--- src/rtl/bin2bcd_seq.sv ---
// Sequential binary-to-BCD converter using shift-and-add-3, one input bit per clock.
// Results are loaded into bcd/overflow only when done pulses, so the display never sees partial values.
module bin2bcd_seq #(
    parameter int BIN_WIDTH = 27,
    parameter int DIGITS    = 8
) (
    input  logic                  clock,
    input  logic                  reset,
    input  logic                  start,
    input  logic [BIN_WIDTH-1:0]  bin,
    output logic                  busy,
    output logic                  done,
    output logic [4*DIGITS-1:0]   bcd,
    output logic                  overflow
);

    localparam int CW = $clog2(BIN_WIDTH + 1);
    // Overflow is only reachable when 2**BIN_WIDTH exceeds 10**DIGITS.
    localparam bit CAN_OVF = ((64'd1 << BIN_WIDTH) > (64'd10 ** DIGITS));

    typedef enum logic [1:0] {IDLE, SHIFT, DONE} state_t;

    state_t                 state, state_nxt;
    logic [BIN_WIDTH-1:0]   shreg, nxt_shreg;
    logic [4*DIGITS-1:0]    scratch, adj, nxt_scratch;
    logic [CW-1:0]          cnt;
    logic                   ovf_f, nxt_ovf, done_r, last_bit;

    // Add-3 correction on every digit in parallel before the shift.
    for (genvar d = 0; d < DIGITS; d++) begin : g_adj
        assign adj[4*d +: 4] = (scratch[4*d +: 4] >= 4'd5) ? scratch[4*d +: 4] + 4'd3
                                                            : scratch[4*d +: 4];
    end

    assign nxt_scratch = {adj[4*DIGITS-2:0], shreg[BIN_WIDTH-1]};
    assign nxt_shreg   = shreg << 1;
    assign nxt_ovf     = CAN_OVF ? (ovf_f | adj[4*DIGITS-1]) : 1'b0;
    assign last_bit    = (cnt == CW'(1));

    always_ff @(posedge clock or negedge reset) begin
        if (!reset) state <= IDLE;
        else        state <= state_nxt;
    end

    always_comb begin
        state_nxt = state;
        case (state)
            IDLE:    if (start) state_nxt = SHIFT;
            SHIFT:   if (last_bit) state_nxt = DONE;
            DONE:    state_nxt = IDLE;
            default: state_nxt = IDLE;
        endcase
    end

    // The result registers are loaded on the final shift edge so that they
    // become visible together with done.
    always_ff @(posedge clock or negedge reset) begin
        if (!reset) begin
            shreg    <= '0;
            scratch  <= '0;
            cnt      <= '0;
            ovf_f    <= 1'b0;
            bcd      <= '0;
            overflow <= 1'b0;
            done_r   <= 1'b0;
        end else begin
            done_r <= 1'b0;
            case (state)
                IDLE: if (start) begin
                    shreg   <= bin;
                    scratch <= '0;
                    ovf_f   <= 1'b0;
                    cnt     <= CW'(BIN_WIDTH);
                end
                SHIFT: begin
                    shreg   <= nxt_shreg;
                    scratch <= nxt_scratch;
                    ovf_f   <= nxt_ovf;
                    cnt     <= cnt - 1'b1;
                    if (last_bit) begin
                        bcd      <= nxt_ovf ? {DIGITS{4'h9}} : nxt_scratch;
                        overflow <= nxt_ovf;
                        done_r   <= 1'b1;
                    end
                end
                default: ;
            endcase
        end
    end

    assign busy = (state == SHIFT);
    assign done = done_r;

endmodule

--- config.mk ---
export PLATFORM = sky130hd
export DESIGN_NAME = bin2bcd_seq
export DESIGN_NICKNAME = d
export VERILOG_FILES = /design/src/rtl/bin2bcd_seq.sv
export SDC_FILE = /design/constraint.sdc
export NUM_CORES = 1
export LEC_CHECK = 0
export ABC_CLOCK_PERIOD_IN_PS = 2200
export CORE_ASPECT_RATIO = 0.5
export CORE_MARGIN = 4
export CORE_UTILIZATION = 66
export CTS_BUF_LIST = sky130_fd_sc_hd__clkbuf_4
export DETAILED_ROUTE_END_ITERATION = 12
export DONT_BUFFER_PORTS = 1
export GPL_TIMING_DRIVEN = 1
export PLACE_DENSITY = 0.82
export SLEW_MARGIN = 20
export SYNTH_ARGS = -nofsm -noshare
export SYNTH_HDL_FRONTEND = slang
export SYNTH_SLANG_ARGS = --single-unit
--- constraint.sdc ---
create_clock -name clock -period 2.2 [get_ports clock]
set_clock_uncertainty 0.1 [all_clocks]
set_input_delay 0.11 -clock clock [delete_from_list [all_inputs] [get_ports clock]]
set_output_delay 0.11 -clock clock [all_outputs]
set_load 0.05 [all_outputs]
Word level (Yosys, flattened, before mapping) --
Index checks and enable logic that the tools add are counted.
Storage, ports and cells: register bits after elaboration 101, word-level logic and storage cells 57
Operators by class: add/subtract/negate cells 9, $lt $le $gt $ge 8, eq/ne operators 4, multiplexer cells 22, bitwise operators 1, reductions and logical operators 5
Operators by type and width (count):
- $mux W32 | 2
- $pmux W32 S2 | 1
- $pmux W27 S2 | 1
- $add A4 B2 Y4 const B | 8
- $ge A4 B3 Y1 const B | 8
- $mux W4 | 8
- $mux W27 | 1
- $pmux W5 S2 | 1
- $reduce_and A2 Y1 | 3
- $eq A5 B1 Y1 const B | 1
- $mux W5 | 1
- $sub A5 B1 Y5 const B | 1
- $mux W2 | 2
- $pmux W2 S2 | 1
- $mux W1 | 3
- $eq A2 B1 Y1 const B | 1
- $logic_not A2 Y1 | 1
- $ne A2 B1 Y1 const B | 1
- $ne A2 B2 Y1 const B | 1
- $pmux W1 S2 | 1
- $reduce_bool A2 Y1 | 1
- $or A1 B1 Y1 | 1

Depth between registers and ports, before layout --
word-level depth 4, depth in mapped cells 8, depth with buffers taken out 7

Worst setup path before layout --
No wires, ideal clock.
path type register to register, start point register scratch[28], end point register bcd[6], setup time 0.104 ns, arrival 1.782 ns, required time 1.996 ns, path slack 0.214 ns, cell stages (with the launch flop) 9, path buffers 2, period minus slack after synthesis 1.986 ns, cell sequence dfrtp_1 > inv_1 > ha_1 > nand2b_1 > nor3b_1 > or3_1 > buf_6 > buf_8 > o41ai_4
On the way: cells in the longest elaborated chain, start to end 4, elaborated cells on any way between the ends 5, those cells by class add/sub: 1; order compare: 1; mux: 2; bitwise: 1
RTL lines:
- start: declaration | RTL line 25 | logic [4*DIGITS-1:0] scratch, adj, nxt_scratch;
- start signal: assignment | RTL line 77 | scratch <= nxt_scratch;
- $add A4 B2 Y4 / $ge A4 B3 Y1 (equally long branches) | RTL line 31 | assign adj[4*d +: 4] = (scratch[4*d +: 4] >= 4'd5) ? scratch[4*d +: 4] + 4'd3
- $mux W4 (*) | RTL line 31
- $or A1 B1 Y1 (*) | RTL line 37 | assign nxt_ovf = CAN_OVF ? (ovf_f | adj[4*DIGITS-1]) : 1'b0;
- $mux W32 (*) | RTL line 81 | bcd <= nxt_ovf ? {DIGITS{4'h9}} : nxt_scratch;
- end signal: assignment | RTL line 81
- end: declaration | RTL line 13 | output logic [4*DIGITS-1:0] bcd,
Every way passes the cells marked *; elsewhere a longest branch is shown, timed or not. A chain may end at the register's enable or synchronous reset.

Final worst setup path --
start point register scratch[29], end point register bcd[10]
Same word-level chain as after synthesis.

==> metrics.yaml <==
run_status:
  status: "finished with violations"
  failing_checks: "hold timing"
global_routing:
  grt.total_usage: 0.258
  globalRouteOverflowTotal: 0
  maximum_number_of_pins_on_one_net_before_global_route_repair: 102
  vias_in_the_first_global_route: 3664
  grt_pass1_wl_um: 17300
  antenna_violations_before_repair: 0
cts:
  clkSlewWorstSetupHoldPaths_ps: 130
  tritoncts_clock_tree: "done"
  clock_tree.root_cell: "sky130_fd_sc_hd__clkbuf_4"
  cts.htree.levels: 3
  cts_buffer_depth: 2
  cts_hold_repair.buffers: 27
  cts_buffers: 9
  clock_sink_count: 101
  clkLatencyLatePin_ps: 450
layout:
  finish.net_count: 551
  utilization: 0.769
  n_antenna_cell: 0
  syn_to_final_growth_pct: 11.2
  share_of_layout_cells_above_drive_strength_1: 0.0768
floorplan:
  placementRows: 21
  core_mm2: 0.00681
  chipHeight_um: 67.7
  design.portCount: 65
  fp.dieArea_mm2: 0.00862
  die_w_um: 127
  initial_utilization: 0.691
synth:
  dominantRegCellSynth: "sky130_fd_sc_hd__dfrtp_1"
  post_synth_inst_count: 480
  synth-edff-count: 0
  postSynthRegisterBits: 101
  ys.warnings.count: 0
  sequential_share_of_the_synthesized_area: 0.537
  ys_types: 37
  syn-num-nets: 528
  avgSynthCellArea_um2: 9.80
  syn-cell-area_mm2: 0.00470
  async_flop_share: 1.00
timing:
  hold_viol_final: 101
  timing_worst_slew_pin_value_ps: 721
  timing.max_slew.rel_slack: 0.517
  tns_ps: 0
  setup_violations: 0
  maxSlewViolCount: 0
  final.period_utilization: 0.974
  period_minus_slack_ps: 2140
  worst_hold_slack_ps: -766
  fmax_achieved_mhz: 467
placement:
  place_congestion: 0.861
  hpwl_um: 6370
  io_buffers: 0
power_and_ir_drop:
  power.share.combinational: 0.399
  power.sequential.fraction: 0.503
  clock_power_share: 0.098
  power.ir.vdd_worst_v: 0.000829
  p_switching_mw: 4.19
  p_int_mw: 4.34
  power_switching_share: 0.491
  power.density_cell_area_mw_per_mm2: 1630
  power.leakage_nw: 2.36
  total_power_mw: 8.53
setup_path:
  critPathArrivalTime_ps: 2390
  crit_path_max_fanout: 15
  worst_ep_required_time_ps: 2450
  reg2reg_slack_ps: 60
  timing.critical_path.to_type: "register"
  crit_path_start_kind: "register"
  crit_type: "register to register"
routing:
  detailed_route_via_count: 3645
  totalWireLength_um: 10200
  ant_nets: 0
  drc: 0
  vias_per_cell: 6.08
  detailedRoute.firstIterationViolations: 255
  length_of_the_first_detailed_routing_pass_in_iterations: 5
  wire_per_inst_um: 17.0
flow_run:
  timing.max_cap.violations: 0
min_path:
  timing.hold.worst.class: "input pin to async pin"
==> metal layers <==
layer,GRT usage,wire (um)
met1,0.321,4540
met2,0.431,4850
met3,0.0806,671
met4,0.102,171
met5,0,0
==> cells by family after synthesis <==
kind of cell,share of synthesized area
buffers and inverters,0.0444
AOI/OAI and AO/OA,0.177
and+or+nand+nor,0.171
muxes,0.00665
adders and majority gates,0.0479
xor gates and xnor gates,0.0149
DFF,0.537
==> worst paths after layout <==
path                       cells past startpoint                 endpoint                    start
max in group asynchronous                      0  scratch[28]$_DFFE_PN0P_                    reset
max reg2reg                                    7      bcd[10]$_DFFE_PN0P_  scratch[29]$_DFFE_PN0P_
min                                            0      bcd[25]$_DFFE_PN0P_                    reset
min in group clock                             2     state[0]$_DFFE_PN0P_                    start
min reg2reg                                    2     shreg[4]$_DFFE_PN0P_     shreg[4]$_DFFE_PN0P_
max                                            7      bcd[10]$_DFFE_PN0P_  scratch[29]$_DFFE_PN0P_
==> cell type report <==
class	instances	area, um2
Sequential cell	101	2530
Multi-Input combinational cell	332	2030
Fill cell	438	1580
Timing Repair Buffer	37	369
Tap cell	92	115
Clock buffer	13	97.6
Inverter	22	82.6
Clock inverter	3	12.5
==> registers in the layout, summed over array words and instances (netlist names) <==
register	flops
bcd	32
scratch	32
shreg	27
cnt	5
state	2
done	1
overflow	1
ovf_f	1
==> synthesized netlist by cell type (2+ instances only) <==
library cell,count,area [um2]
sky130_fd_sc_hd__nand2_1,96,360
sky130_fd_sc_hd__nor3b_1,17,128
sky130_fd_sc_hd__dfrtp_1,101,2530
sky130_fd_sc_hd__xnor2_1,8,70.1
sky130_fd_sc_hd__inv_1,21,78.8
sky130_fd_sc_hd__o21ai_0,37,185
sky130_fd_sc_hd__a21oi_1,26,130
sky130_fd_sc_hd__nand3_1,9,45.0
sky130_fd_sc_hd__o31ai_1,16,120
sky130_fd_sc_hd__nor2_1,21,78.8
sky130_fd_sc_hd__a22oi_1,26,195
sky130_fd_sc_hd__o41ai_1,5,43.8
sky130_fd_sc_hd__mux2i_1,2,20.0
sky130_fd_sc_hd__ha_1,18,225
sky130_fd_sc_hd__nand2b_1,9,56.3
sky130_fd_sc_hd__nor3_1,2,10.0
sky130_fd_sc_hd__a31oi_1,15,93.8
sky130_fd_sc_hd__and2_1,7,43.8
sky130_fd_sc_hd__buf_2,11,55.1
sky130_fd_sc_hd__nor2b_1,6,37.5
sky130_fd_sc_hd__clkbuf_1,11,41.3
==> repair_timing <==
action / CTS / global route
endpoints found under the setup margin: 18 / 12
hold endpoints to repair: 128 / 101
resized for setup: 1 / 7
setup buffers: 0 / 1
pin swaps: 0 / 1
==> cell usage in the layout (no fill, tap or decap), drive strengths merged, types with 8 or more instances in the layout <==
cell type,n
dfrtp,101
nand2,96
o21ai,39
dlygate4sd3,27
a21oi,26
a22oi,26
inv,21
nor2,21
ha,18
nor3b,17
o31ai,16
a31oi,15
clkbuf,13
buf,10
nand2b,9
nand3,9
xnor2,8
and2,8
==> worst max-delay path, cell delays in order, from the launching register on <==
cell and delay (ps):
sky130_fd_sc_hd__dfrtp_1 420, sky130_fd_sc_hd__inv_1 100, sky130_fd_sc_hd__ha_1 170, sky130_fd_sc_hd__nand2b_1 160, sky130_fd_sc_hd__nor3b_1 190, sky130_fd_sc_hd__or3_1 400
sky130_fd_sc_hd__buf_6 200, sky130_fd_sc_hd__o41ai_2 320
==> stage by stage <==
step	hold WS (ps)	instances	area (um2)	worst slack, ps
3_3_place_gp	-283	555	4760	24.2
6_report	-766	600	5230	57.6
3_5_place_dp	-283	555	4760	-137
4_1_cts	-795	598	5150	12.0
5_1_grt	-822	600	5230	-35.4
2_1_floorplan	-286	480	4700	214
==> power by group through the flow <==
stage | registers, mW | clock network [mW] | logic, mW
after floorplan | 4.11 | 0 | 2.61
after global placement | 4.25 | 0 | 2.98
after detailed placement | 4.30 | 0 | 3.20
after CTS | 4.27 | 0.865 | 3.24
after global routing | 4.40 | 0.935 | 3.85
final | 4.29 | 0.837 | 3.40
(Power assumes the default switching activity.)
